File: src/rtl/uart_rx_pkg.sv
`default_nettype none
// ============================================================================
//  Module      : uart_rx_pkg
//  Description : Shared constants for the 8N1 UART receiver: FSM state
//                encoding and frame shape.
//  Revision    : 1.0 - initial release
// ============================================================================
package uart_rx_pkg;

    // Receiver FSM states (2-bit encoding)
    localparam logic [1:0] c_st_idle  = 2'd0;
    localparam logic [1:0] c_st_start = 2'd1;
    localparam logic [1:0] c_st_data  = 2'd2;
    localparam logic [1:0] c_st_stop  = 2'd3;

    // Frame shape: 8 data bits, no parity, 1 stop bit
    localparam int c_data_bits = 8;
    localparam int c_stop_bits = 1;

endpackage : uart_rx_pkg
`default_nettype wire

File: src/rtl/uart_rx_baud_cnt.sv
`default_nettype none
// ============================================================================
//  Module      : uart_rx_baud_cnt
//  Description : Wrapping up-counter used as the receiver's sample-tick
//                generator. Counts 0..CNT_MAX while enabled and pulses o_en
//                on the terminal count. i_load preloads CNT_LOAD so the first
//                tick lands (CNT_MAX - CNT_LOAD + 1) cycles later; i_restart
//                clears to zero for a full-period wait.
//  Revision    : 1.0 - initial release
// ============================================================================
module uart_rx_baud_cnt #(
    parameter int CNT_WIDTH = 16,
    parameter int CNT_MAX   = 15,
    parameter int CNT_LOAD  = 8
) (
    input  logic clk,
    input  logic rst_n,
    input  logic i_en,
    input  logic i_load,
    input  logic i_restart,
    output logic o_en
);

    localparam logic [CNT_WIDTH-1:0] c_max  = CNT_WIDTH'(CNT_MAX);
    localparam logic [CNT_WIDTH-1:0] c_load = CNT_WIDTH'(CNT_LOAD);

    logic [CNT_WIDTH-1:0] r_cnt;

    // Load has priority, then restart, then normal wrapping count when enabled
    always_ff @(posedge clk or negedge rst_n) begin
        if (!rst_n) begin
            r_cnt <= '0;
        end else if (i_load) begin
            r_cnt <= c_load;
        end else if (i_restart) begin
            r_cnt <= '0;
        end else if (i_en) begin
            r_cnt <= (r_cnt == c_max) ? '0 : r_cnt + 1'b1;
        end
    end

    // Tick only while enabled so a stale count in IDLE cannot fire
    assign o_en = i_en && (r_cnt == c_max);

endmodule : uart_rx_baud_cnt
`default_nettype wire

File: src/rtl/uart_rx.sv
`default_nettype none
// ============================================================================
//  Module      : uart_rx
//  Description : 8N1 UART receiver. Synchronises the serial line, detects a
//                start-bit falling edge, samples each bit at its midpoint
//                using a clock-cycle baud divider and reports each byte with
//                a one-cycle valid strobe or a one-cycle framing-error strobe.
//  Revision    : 1.0 - initial release
// ============================================================================
module uart_rx
    import uart_rx_pkg::*;
#(
    parameter int BAUD_DIV  = 16,
    parameter int CNT_WIDTH = 16
) (
    input  logic                   clk,
    input  logic                   rst_n,
    input  logic                   i_rx,
    output logic [c_data_bits-1:0] o_data,
    output logic                   o_vld,
    output logic                   o_frame_err,
    output logic                   o_busy
);

    localparam int c_half = BAUD_DIV / 2;
    localparam int c_bcw  = $clog2(c_data_bits);

    localparam logic [c_bcw-1:0] c_last_bit  = c_bcw'(c_data_bits - 1);
    localparam logic [c_bcw-1:0] c_last_stop = c_bcw'(c_stop_bits - 1);

    // Synchronizer chain plus history flop for edge detection
    logic r_sync1;
    logic r_sync2;
    logic r_hist;

    // FSM and datapath state
    logic [1:0]             r_state;
    logic [c_bcw-1:0]       r_bit_cnt;
    logic [c_data_bits-1:0] r_shift;
    logic [c_data_bits-1:0] r_data;
    logic                   r_vld;
    logic                   r_err;
    logic                   r_busy;

    // Combinational controls
    logic [1:0] w_state_nxt;
    logic       w_fall;
    logic       w_tick;
    logic       w_restart;
    logic       w_shift_en;
    logic       w_good;
    logic       w_bad;

    // Start edge: synchronized line low while the previous sample was high
    assign w_fall = (r_state == c_st_idle) && !r_sync2 && r_hist;

    // Baud tick generator; the preload puts the first tick half a bit after D
    uart_rx_baud_cnt #(
        .CNT_WIDTH (CNT_WIDTH),
        .CNT_MAX   (BAUD_DIV - 1),
        .CNT_LOAD  (BAUD_DIV - c_half)
    ) u_baud_cnt (
        .clk       (clk),
        .rst_n     (rst_n),
        .i_en      (r_state != c_st_idle),
        .i_load    (w_fall),
        .i_restart (w_restart),
        .o_en      (w_tick)
    );

    // Two-flop synchronizer and history flop; reset high so no false start
    always_ff @(posedge clk or negedge rst_n) begin
        if (!rst_n) begin
            r_sync1 <= 1'b1;
            r_sync2 <= 1'b1;
            r_hist  <= 1'b1;
        end else begin
            r_sync1 <= i_rx;
            r_sync2 <= r_sync1;
            r_hist  <= r_sync2;
        end
    end

    // Next-state logic; every sample decision is taken on a baud tick
    always_comb begin
        w_state_nxt = r_state;
        w_restart   = 1'b0;
        w_shift_en  = 1'b0;
        w_good      = 1'b0;
        w_bad       = 1'b0;
        case (r_state)
            c_st_idle: begin
                if (w_fall) begin
                    w_state_nxt = c_st_start;
                end
            end
            c_st_start: begin
                if (w_tick) begin
                    if (!r_sync2) begin
                        w_state_nxt = c_st_data;
                        w_restart   = 1'b1;
                    end else begin
                        // Line back high at mid start bit: glitch, drop quietly
                        w_state_nxt = c_st_idle;
                    end
                end
            end
            c_st_data: begin
                if (w_tick) begin
                    w_shift_en = 1'b1;
                    if (r_bit_cnt == c_last_bit) begin
                        w_state_nxt = c_st_stop;
                    end
                end
            end
            c_st_stop: begin
                if (w_tick) begin
                    if (!r_sync2) begin
                        w_bad       = 1'b1;
                        w_state_nxt = c_st_idle;
                    end else if (r_bit_cnt == c_last_stop) begin
                        w_good      = 1'b1;
                        w_state_nxt = c_st_idle;
                    end
                end
            end
            default: begin
                w_state_nxt = c_st_idle;
            end
        endcase
    end

    // State, bit counter and busy flag; busy is registered alongside state
    always_ff @(posedge clk or negedge rst_n) begin
        if (!rst_n) begin
            r_state   <= c_st_idle;
            r_bit_cnt <= '0;
            r_busy    <= 1'b0;
        end else begin
            r_state <= w_state_nxt;
            r_busy  <= (w_state_nxt != c_st_idle);
            if (w_state_nxt != r_state) begin
                r_bit_cnt <= '0;
            end else if (w_tick && (r_state == c_st_data || r_state == c_st_stop)) begin
                r_bit_cnt <= r_bit_cnt + 1'b1;
            end
        end
    end

    // LSB-first shift register and output strobes
    always_ff @(posedge clk or negedge rst_n) begin
        if (!rst_n) begin
            r_shift <= '0;
            r_data  <= '0;
            r_vld   <= 1'b0;
            r_err   <= 1'b0;
        end else begin
            if (w_shift_en) begin
                r_shift <= {r_sync2, r_shift[c_data_bits-1:1]};
            end
            if (w_good) begin
                r_data <= r_shift;
            end
            r_vld <= w_good;
            r_err <= w_bad;
        end
    end

    assign o_data      = r_data;
    assign o_vld       = r_vld;
    assign o_frame_err = r_err;
    assign o_busy      = r_busy;

endmodule : uart_rx
`default_nettype wire

File: config.mk
export PLATFORM = sky130hd
export DESIGN_NAME = uart_rx
export DESIGN_NICKNAME = d
export VERILOG_FILES = /design/src/rtl/uart_rx_pkg.sv /design/src/rtl/uart_rx_baud_cnt.sv /design/src/rtl/uart_rx.sv
export SDC_FILE = /design/constraint.sdc
export NUM_CORES = 1
export LEC_CHECK = 0
export BUFFER_PORTS_ARGS = -buffer_cell sky130_fd_sc_hd__buf_2
export CAP_MARGIN = 20
export CORE_UTILIZATION = 59
export DETAILED_ROUTE_END_ITERATION = 16
export PLACE_DENSITY = 0.78
export SETUP_SLACK_MARGIN = 0.3
export SLEW_MARGIN = 20
export SYNTH_ARGS = -nofsm -noshare
export SYNTH_HDL_FRONTEND = slang
export SYNTH_HIERARCHICAL = 1
export SYNTH_SLANG_ARGS = --single-unit
File: constraint.sdc
create_clock -name clk -period 3.1 [get_ports clk]
set_input_delay 0.465 -clock clk [delete_from_list [all_inputs] [get_ports clk]]
set_output_delay 0.465 -clock clk [all_outputs]
set_load 0.005 [all_outputs]
**After elaboration in Yosys (flattened, before gate mapping)**

Index checks and enable logic that the tools add are counted.
Widths: inputs -> output; s select.

- Logic and storage cells: 56
- Bits in registers: 43
- Output and inout port bits: 11
- Input bits: 3

- Multiplexer cells: 25
- Reduce and logical (&&, ||, !) cells: 12
- Eq/ne operators: 6
- Add/sub/neg operators: 2

Operators with widths:

| operator | count |
|---|---|
| $mux 16 | 4 |
| $add 16x1->16 const B | 1 |
| $eq 16x4->1 const B | 1 |
| $mux 2 | 8 |
| $mux 1 | 10 |
| $pmux 2 s4 | 1 |
| $mux 3 | 2 |
| $reduce_bool 2->1 | 3 |
| $eq 2x2->1 const B | 2 |
| $logic_and 1x1->1 | 4 |
| $add 3x1->3 const B | 1 |
| $eq 3x3->1 const B | 1 |
| $logic_not 3->1 | 1 |
| $reduce_bool 3->1 | 1 |
| $eq 2x1->1 const B | 1 |
| $logic_not 2->1 | 1 |
| $ne 2x2->1 | 1 |
| $logic_not 1->1 | 1 |
| $logic_or 1x1->1 | 1 |

**Depth between registers and ports, before layout**

Gate-level depths: netlist of run 1.

- Depth after elaboration: 7
- Mapped depth: 12
- Mapped depth without buffers: 10

**Cells and area by module**

The synthesis of run 1 kept the hierarchy.

Modules (own cells, without submodules):

| module | cells each | instances | sequential area each (um^2) | area an instance (um^2) |
|---|---|---|---|---|
| uart_rx | 94 | 1 | 679.4 | 1094.8 |
| uart_rx_baud_cnt | 104 | 1 | 400.4 | 939.7 |

**Worst setup path after synthesis of run 1**

No wires, ideal clock.

- Path kind: flip-flop to flip-flop
- Start: register u_baud_cnt.r_cnt[10]
- End: register u_baud_cnt.r_cnt[4]
- Cell stages (with the launch flop): 12
- Library setup time: 133 ps
- Path buffers: 2
- Clock period less this slack: 2727 ps
- Data required time: 2967 ps
- Slack: 373 ps
- Arrival time: 2595 ps
- Cell sequence: dfrtp_1 > nor4_1 > nand4_1 > buf_2 > nor2_1 > nand2_1 > nor3_1 > or3_1 > clkbuf_1 > nand2_1 > xor2_1 > nor2_1

- Word-level cells in the longest chain between the ends: 6
- Elaborated cells on any way between the ends: 9
- Those cells by class: 1 x eq/ne; 6 x mux; 2 x reduce/logical

RTL lines:

| what | RTL line | text |
|---|---|---|
| start, declared | uart_rx_baud_cnt.sv:27 | `logic [CNT_WIDTH-1:0] r_cnt;` |
| start signal, assigned | uart_rx_baud_cnt.sv:34 | `r_cnt <= c_load;` |
| start signal, assigned | uart_rx_baud_cnt.sv:38 | `r_cnt <= (r_cnt == c_max) ? '0 : r_cnt + 1'b1;` |
| $eq 16x4->1 * | uart_rx_baud_cnt.sv:43 | `assign o_en = i_en && (r_cnt == c_max);` |
| $logic_and 1x1->1 * | uart_rx_baud_cnt.sv:43 |  |
| via w_tick | uart_rx.sv:48 | `logic w_tick;` |
| $mux 1 * | n/a |  |
| $mux 1 * | uart_rx.sv:91 | `case (r_state)` |
| via w_restart | uart_rx.sv:49 | `logic w_restart;` |
| $mux 16 | uart_rx_baud_cnt.sv:35 | `end else if (i_restart) begin` |
| $mux 16 | uart_rx_baud_cnt.sv:33 | `end else if (i_load) begin` |

Mark *: on every way through the listed nets, which the timed path passes. The rest lies on a longest branch. The select of a mux whose other input is x is not followed.
A chain may end at the register's enable or synchronous reset.

**Worst setup path in the final report of run 1**

- Start: register u_baud_cnt.r_cnt[10]
- End: register u_baud_cnt.r_cnt[7]

The elaborated chain is that of the path after synthesis.

==> results of run 1 <==
[metrics by stage]
stage / area [sq um] / total power, mW / instances
final: 2280 / 1.42 / 262
after detailed placement: 2160 / 0.996 / 254
after global routing: 2280 / 1.50 / 262
after CTS: 2260 / 1.42 / 262
after floorplan: 2030 / 0.909 / 198
after global placement: 2160 / 0.985 / 254
[final cells by class]
cell class                      instances  area (sq um)  share of cell area (%)
Clock buffer                            6          41.3                    1.81
Clock inverter                          2          60.1                    2.64
Inverter                                5          18.8                   0.825
Multi-Input combinational cell        145           926                    40.7
Sequential cell                        43          1080                    47.4
Tap cell                               44          55.1                    2.42
Timing Repair Buffer                   17          95.1                    4.18
[power groups by stage]
stage,Combinational [mW],Clock (mW),Sequential (mW)
2_1_floorplan,0.237,0,0.672
3_3_place_gp,0.293,0,0.692
3_5_place_dp,0.300,0,0.697
4_1_cts,0.305,0.434,0.685
5_1_grt,0.346,0.462,0.696
6_report,0.309,0.424,0.688
[cells by family after synthesis]
logic type      share of synthesized area (%)
mux                                      4.43
fa+ha+maj                                2.46
buf+inv                                  2.15
simple gates                             25.0
compound gates                           9.47
flops                                    53.1
xor+xnor                                 3.44
[placed cells by master, fill, tap and decap left out, drive strengths merged, types with 2 or more instances in the layout]
master,count
a21o,2
a21oi,4
a31oi,7
buf,17
bufinv,2
clkbuf,6
dfrtp,40
dfstp,3
ha,4
inv,5
mux2,8
nand2,40
nand2b,2
nand3,5
nand3b,3
nand4,7
nor2,12
nor3,7
nor3b,3
nor4,11
o211ai,2
o21ai,6
o31a,2
or2,3
xnor2,6
xor2,2
[how the worst min path moves through the flow]
stage | start | endpoint | cells after the start
floorplan | rst_n | o_busy | 0
global placement | r_sync1 | r_sync2 | 0
detailed placement | r_sync1 | r_sync2 | 0
CTS | i_rx | r_sync1 | 1
global route | i_rx | r_sync1 | 1
finish | i_rx | r_sync1 | 1
[critical path, cell delays in order, from the launching register on]
cell and delay [ns]:
dfrtp_1 0.48, nor4_2 0.38, nand4_1 0.20, nor2_2 0.27
nand2_1 0.19, nor3_1 0.17, buf_4 0.18, o31ai_1 0.12
nor4_1 0.26, xnor2_1 0.16, nor2_1 0.07
[state kept, by name, summed over array words and instances, names as in the netlist, 2 cells and up]
| register | flops |
|---|---|
| r_state | 2 |
| r_bit_cnt | 3 |
| u_baud_cnt/r_cnt | 16 |
| r_shift | 8 |
| o_data | 8 |
[timing repair]
item                                    CTS  global route
hold buffers                              0             0
endpoints found under the setup margin    0            21
buffers inserted                          0             0
resized for setup                         0             3
[layer usage]
metal,vias up,wire [microns],global-route usage [%]
li1,751,-,-
met1,745,1720,33.2
met2,61,1830,36.7
met3,13,241,5.76
met4,0,98,12.3
met5,-,0,0
==> impl_metrics.json, run 1 <==
{
  "fin_skew_ns": 0.00450,
  "grt_usage_pct": 24.4,
  "ys_seq_area_share_pct": 53.1,
  "combPwrFrac_pct": 21.8,
  "reg2reg_to": "u_baud_cnt/r_cnt[7]",
  "yosysWarnings": 6,
  "gr-total-overflow": 0,
  "synthCells": 198,
  "arrival_ns": 2.81,
  "clk-insertion-delay-late_ns": 0.35,
  "yosys.area.top_type": "dfrtp_1",
  "clockPowerShare_pct": 29.8,
  "syn_avg_cell_area_sq_um": 10.3,
  "synth-async-reset-ratio_pct": 100,
  "drcViolationCount": 0,
  "r2r_slack_ns": 0.50,
  "worstMarginPinSlew_ns": 0.905,
  "clk_pin_slew_ns": 0.12,
  "syn_area_sq_um": 2030,
  "ys.flop_type": "dfrtp_1",
  "antenna_left": 0,
  "vias": 1570,
  "synth_edf_count": 0,
  "tritoncts": "yes",
  "gp_congestion": 0.918,
  "crit_type": "register to register",
  "start_util_pct": 64.5,
  "finalCriticalPeriod_ns": 2.60,
  "grt_pass1_vias": 1391,
  "dr.pass1.iters": 4,
  "internal-power_mw": 0.981,
  "synth_common_cells": "dfrtp_1 (40), nand2_1 (40), nor2_1 (12), nor4_1 (10), mux2_2 (8)",
  "core-area_sq_um": 3150,
  "vias_per_cell": 5.99,
  "irDropWorstVdd_mv": 0.463,
  "maxCapViolations": 0,
  "htree_num_levels": 2,
  "ff2ff_path_depth": 10,
  "fin_hold_ws_ns": 0.199,
  "cts-root-buf": "clkbuf_4",
  "setup-tns-final_ns": 0,
  "setup_ws_ns": 0.502,
  "fp.dieH_microns": 60.7,
  "min_path_type": "primary input to register",
  "place_ws_ns": 0.463,
  "routed_wl_microns": 3890,
  "drive_gt1_share_pct": 21.6,
  "numPortBuffers": 13,
  "grt_antenna_before_repair": 0,
  "synth_seq_cells": 43,
  "slew_violations": 0,
  "dp_hpwl_microns": 2720,
  "p_per_area_nw_per_um2": 625,
  "fp-row-count": 20,
  "boundaryPins": 14,
  "critPathLaunch": "u_baud_cnt/r_cnt[10]",
  "grt_max_degree": 44,
  "cts.sinks": 43,
  "end_kind": "register",
  "hold_viol": 0,
  "p_switching_mw": 0.441,
  "crit_path_max_fanout": 8,
  "syn_to_final_growth_pct": 11.9,
  "synth_area_leaders": "dfrtp_1 (49%), nand2_1 (7.4%), mux2_2 (4.4%)",
  "drt_iter0_markers": 133,
  "max_freq_mhz": 385,
  "layout.nets": 224,
  "seqPwrFrac_pct": 48.4,
  "cts-buffers-inserted": 5,
  "final_util_pct": 72.2,
  "start_kind": "register",
  "grt_pass1_wl_microns": 6490,
  "fill_cells": 231,
  "setup_violations": 0,
  "yosysUniqueCellTypes": 42,
  "r2r-start": "u_baud_cnt/r_cnt[10]",
  "clockBufferDepth": 2,
  "diodes": 0,
  "rsz0062_at_grt": "no",
  "period_share_pct": 83.8,
  "endpoint": "u_baud_cnt/r_cnt[7]",
  "die_w_microns": 60.7,
  "wl_per_cell_microns": 14.9,
  "die_area_sq_um": 3690,
  "netSwitchingFraction_pct": 31.0,
  "p_leak_nw": 1.07,
  "slew_headroom_pct": 39.7,
  "status": "finished clean",
  "cp.required_ns": 3.32,
  "yosys.area.top_type_share_pct": 49.2,
  "synth.net_count": 205
}
Note: power is estimated with default switching activity, not from simulation.
==> run 2, diff against run 1 <==
clock period = 2.4 ns   (was 3.1 ns; I/O delays follow)
==> impl_metrics.json, run 2 (same netlist as run 1, synthesis figures left out) <==
{
  "clk_pin_slew_ns": 0.13,
  "cts-buffers-inserted": 5,
  "crit_type": "register to register",
  "end_kind": "register",
  "drive_gt1_share_pct": 40.1,
  "cp.required_ns": 2.66,
  "clockBufferDepth": 2,
  "grt_pass1_wl_microns": 7900,
  "start_kind": "register",
  "maxCapViolations": 0,
  "rsz0062_at_grt": "yes",
  "fin_skew_ns": 0.0150,
  "final_common_cell": "dfrtp_1",
  "die_area_sq_um": 3690,
  "p_leak_nw": 1.26,
  "cts_hold_buf": 0,
  "boundaryPins": 14,
  "die_w_microns": 60.7,
  "crit_path_max_fanout": 6,
  "critPathMaxStageDelay_ns": 0.43,
  "reg2reg_to": "u_baud_cnt/r_cnt[4]",
  "grt_use_met1_pct": 38.8,
  "cp_top_family": "simple AND/OR/NAND/NOR gates",
  "diodes": 0,
  "vias_per_cell": 6.16,
  "slew_headroom_pct": 64.9,
  "antenna_left": 0,
  "largest_reg_flops": 16,
  "slew_violations": 0,
  "largest-register": "u_baud_cnt/r_cnt",
  "layout.nets": 253,
  "dr.pass1.iters": 5,
  "status": "finished clean",
  "routed_wl_microns": 5110,
  "r2r_slack_ns": 0.19,
  "gr-total-overflow": 0,
  "finalCriticalPeriod_ns": 2.21,
  "ff2ff_path_depth": 10,
  "vias": 1793,
  "fp-row-count": 20,
  "fin_hold_ws_ns": 0.0388,
  "setup_violations": 0,
  "grt_antenna_before_repair": 0,
  "start_util_pct": 64.5,
  "arrival_ns": 2.47,
  "numPortBuffers": 13,
  "final_cell_mix": "dfrtp_1 (38), nand2_1 (35), buf_4 (28)",
  "worstMarginPinSlew_ns": 0.526,
  "cts.sinks": 43,
  "dp_hpwl_microns": 2920,
  "final_util_pct": 85.8,
  "period_share_pct": 92.1,
  "grt_usage_pct": 30.1,
  "use_met3_pct": 7.25,
  "irDropWorstVdd_mv": 0.558,
  "wl_per_cell_microns": 17.6,
  "p_per_area_nw_per_um2": 782,
  "grtUsageMet2_pct": 48.4,
  "drt_iter0_markers": 161,
  "fp.dieH_microns": 60.7,
  "cp_slowest_cell": "dfrtp_1",
  "busiest_layer": "met2",
  "r2r-start": "u_baud_cnt/r_cnt[6]",
  "htree_num_levels": 2,
  "syn_to_final_growth_pct": 32.9,
  "core-area_sq_um": 3150,
  "drcViolationCount": 0,
  "tritoncts": "yes",
  "max_freq_mhz": 452,
  "path_cells": "nor4_4, nand4_1, nor2_4, nand2_4, nor3_4, buf_6, or3_4, nand2_4, xor2_1, nor2_1",
  "grt_max_degree": 44,
  "grt_pass1_vias": 1691,
  "cts-root-buf": "clkbuf_4",
  "clk-insertion-delay-late_ns": 0.37,
  "crit_buf_inv": 1,
  "min_path_type": "primary input to asynchronous set/reset pin",
  "hold_viol": 0,
  "gp_congestion": 0.910,
  "critPathMostFrequentCell": "nand2_4",
  "setup-tns-final_ns": 0
}
[run 2: metal layers]
layer | up-vias | part of all wire, %
met5 | - | 0
met4 | 0 | 2.5
met3 | 14 | 4.6
met2 | 67 | 50
met1 | 901 | 43
li1 | 811 | -
[run 2: stage by stage]
step	std cells	setup WS, ns	total power, mW	area (sq um)
6_report	291	0.189	2.11	2700
5_1_grt	291	0.0675	2.22	2700
4_1_cts	289	0.223	2.00	2610
3_5_place_dp	273	-0.214	1.41	2350
3_3_place_gp	273	-0.0751	1.39	2350
2_1_floorplan	198	0.0602	1.21	2090
[run 2: worst reg2reg max path: stages (launching register included)]
cell and delay (ns):
dfrtp_1 0.43, nor4_4 0.35, nand4_1 0.22, nor2_4 0.18, nand2_4 0.07, nor3_4 0.20
buf_6 0.18, or3_4 0.17, nand2_4 0.05, xor2_1 0.17, nor2_1 0.08
[run 2: power breakdown]
group          internal, mW  leakage, nW  switching (mW)  total [mW]
sequential            0.797        0.570          0.0502       0.847
combinational         0.322        0.644           0.446       0.769
clock                 0.252       0.0489           0.247       0.499
[run 2: cell type report]
class	count	area, sq um
clock buffers	6	51.3
clock inverters	2	38.8
fillers	171	449
inverters	5	18.8
multi-input cells	145	1110
flip-flops and latches	43	1080
well taps	44	55.1
repair buffers	46	344
[run 2: worst max path at each step]
stage,depth (start not counted),to,from,slack (ns)
after floorplan,10,u_baud_cnt/r_cnt[7],u_baud_cnt/r_cnt[5],0.06
final,10,u_baud_cnt/r_cnt[4],u_baud_cnt/r_cnt[6],0.19
after CTS,8,o_data[7],u_baud_cnt/r_cnt[6],0.22
after global routing,10,u_baud_cnt/r_cnt[7],u_baud_cnt/r_cnt[6],0.07
after detailed placement,9,u_baud_cnt/r_cnt[14],u_baud_cnt/r_cnt[0],-0.21
after global placement,9,u_baud_cnt/r_cnt[13],u_baud_cnt/r_cnt[0],-0.08
[run 2: timing repair]
action,in CTS,in global routing
setup buffers,8,2
pin swaps,12,13
gates resized for setup,19,18
endpoints found under the setup margin,32,33
==> run 3, diff against run 2 <==
--- a/config.mk
+++ b/config.mk
@@ -11,4 +11,5 @@
 export DETAILED_ROUTE_END_ITERATION = 16
 export PLACE_DENSITY = 0.78
+export REMOVE_ABC_BUFFERS = 1
 export SETUP_SLACK_MARGIN = 0.3
 export SLEW_MARGIN = 20
==> constraint.sdc (replaced) <==
create_clock -name clk -period 2.34 [get_ports clk]
set_input_delay 0.351 -clock clk [delete_from_list [all_inputs] [get_ports clk]]
set_output_delay 0.351 -clock clk [all_outputs]
set_load 0.05 [all_outputs]
==> impl_metrics.json, run 3 (same netlist as run 1, synthesis figures left out) <==
{
  "grt_max_degree": 44,
  "crit_path_max_fanout": 5,
  "min_path_type": "primary input to register",
  "p_switching_mw": 0.852,
  "seqPwrFrac_pct": 38.9,
  "path_cells": "nor4_4, nand4_1, nor2_2, nand2_2, nor3_4, buf_6, buf_6, or3_4, nand2_1, xor2_1, nor2_1",
  "vias": 2024,
  "critPathMostFrequentCell": "buf_6",
  "rsz0062_at_grt": "yes",
  "core-area_sq_um": 3150,
  "use_met3_pct": 6.61,
  "period_share_pct": 105,
  "tritoncts": "yes",
  "dp_hpwl_microns": 3130,
  "final_cell_mix": "dfrtp_1 (40), buf_4 (29), nand2_1 (24)",
  "start_util_pct": 64.5,
  "grt_use_met1_pct": 36.4,
  "gr-total-overflow": 0,
  "syn_to_final_growth_pct": 39.6,
  "drive_gt1_share_pct": 47.7,
  "irDropWorstVdd_mv": 0.744,
  "die_area_sq_um": 3690,
  "clockPowerShare_pct": 21.5,
  "slew_headroom_pct": 38.2,
  "die_w_microns": 60.7,
  "antenna_left": 0,
  "grtUsageMet2_pct": 52.1,
  "internal-power_mw": 1.38,
  "arrival_ns": 2.71,
  "clk-insertion-delay-late_ns": 0.37,
  "diodes": 0,
  "largest_reg_flops": 16,
  "end_kind": "register",
  "vias_per_cell": 6.70,
  "fp-row-count": 20,
  "grt_pass1_wl_microns": 8180,
  "hold_viol": 0,
  "dr.pass1.iters": 5,
  "largest-register": "u_baud_cnt/r_cnt",
  "start_kind": "register",
  "max_freq_mhz": 408,
  "setup_violations": 22,
  "cp.required_ns": 2.60,
  "fin_skew_ns": 0.0150,
  "p_per_area_nw_per_um2": 787,
  "drt_iter0_markers": 171,
  "cts-root-buf": "clkbuf_4",
  "gp_congestion": 0.871,
  "wl_per_cell_microns": 22.0,
  "maxCapViolations": 0,
  "violations": "negative setup slack",
  "slew_violations": 0,
  "numPortBuffers": 13,
  "crit_type": "register to register",
  "power_mw": 2.24,
  "p_leak_nw": 1.35,
  "fill_cells": 138,
  "finalCriticalPeriod_ns": 2.45,
  "final_common_cell": "dfrtp_1",
  "grt_pass1_vias": 1768,
  "htree_num_levels": 2,
  "setup_ws_ns": -0.114,
  "fp.dieH_microns": 60.7,
  "clockBufferDepth": 2,
  "routed_wl_microns": 6640,
  "critPathMaxStageDelay_ns": 0.44,
  "layout.nets": 264,
  "worstMarginPinSlew_ns": 0.927,
  "status": "complete, but fails checks",
  "clk_pin_slew_ns": 0.13,
  "cp_top_family": "simple AND/OR/NAND/NOR gates",
  "grt_usage_pct": 30.9,
  "busiest_layer": "met2",
  "final_util_pct": 90.1,
  "cts-buffers-inserted": 5,
  "boundaryPins": 14,
  "cts.sinks": 43,
  "combPwrFrac_pct": 39.6,
  "grt_antenna_before_repair": 0,
  "drcViolationCount": 0,
  "netSwitchingFraction_pct": 38.1,
  "cp_slowest_cell": "dfrtp_1",
  "crit_buf_inv": 2
}
## run 3: worst paths after layout
| check | cells after the start | end | from | slack [ns] |
|---|---|---|---|---|
| setup / recovery | 11 | u_baud_cnt/r_cnt[2] | u_baud_cnt/r_cnt[11] | -0.11 |
| hold / removal | 1 | r_sync1 | i_rx | 0.08 |
| setup reg to reg | 11 | u_baud_cnt/r_cnt[2] | u_baud_cnt/r_cnt[11] | -0.11 |
| hold reg to reg | 0 | r_sync2 | r_sync1 | 0.37 |
| max in group asynchronous | 1 | u_baud_cnt/r_cnt[12] | rst_n | 1.65 |
| min in group asynchronous | 1 | u_baud_cnt/r_cnt[11] | rst_n | 0.10 |
## run 3: layout make-up
| class | count | area [sq um] | share of cell area (%) |
|---|---|---|---|
| clock buffers | 5 | 37.5 | 1.32 |
| clock inverters | 3 | 43.8 | 1.54 |
| inverters | 5 | 21.3 | 0.749 |
| multi-input cells | 146 | 1150 | 40.6 |
| flip-flops and latches | 43 | 1080 | 38.0 |
| well taps | 44 | 55.1 | 1.94 |
| repair buffers | 56 | 449 | 15.8 |
## run 3: layer usage
metal,routed length [microns],vias up
met2,3260,149
met3,568,53
met5,0,-
met4,434,0
met1,2380,987
li1,-,835
## run 3: per-stage QoR
step,std cells,hold slack (ns),setup TNS (ns),instance area (sq um),setup slack (ns)
6_report,302,0.0793,-0.920,2840,-0.114
5_1_grt,302,0.0567,-1.75,2840,-0.155
4_1_cts,295,0.0704,0,2610,0.0403
3_5_place_dp,279,0.352,-0.702,2360,-0.153
3_3_place_gp,279,0.350,-0.175,2360,-0.0549
2_1_floorplan,193,0.0554,-7.06,2010,-0.475
## run 3: power groups by stage
stage | Sequential (mW) | Combinational, mW | Clock (mW)
finish | 0.870 | 0.886 | 0.480
global route | 0.874 | 0.927 | 0.516
CTS | 0.857 | 0.670 | 0.478
detailed placement | 0.870 | 0.600 | 0
global placement | 0.866 | 0.574 | 0
floorplan | 0.923 | 0.283 | 0
## run 3: worst register-to-register path, delay by kind of cell, from the launching register on
kind	cells	cell delay (ns)
simple gates	8	1.46
flops	1	0.44
buf+inv	2	0.28
xor+xnor	1	0.16
## run 3: repair_timing
item / in CTS / in global routing
pin swaps: 20 / 40
resized for setup: 26 / 44
setup endpoints to repair: 33 / 38
cloned: 0 / 1
buffers inserted: 8 / 6
hold buffers: 0 / 0
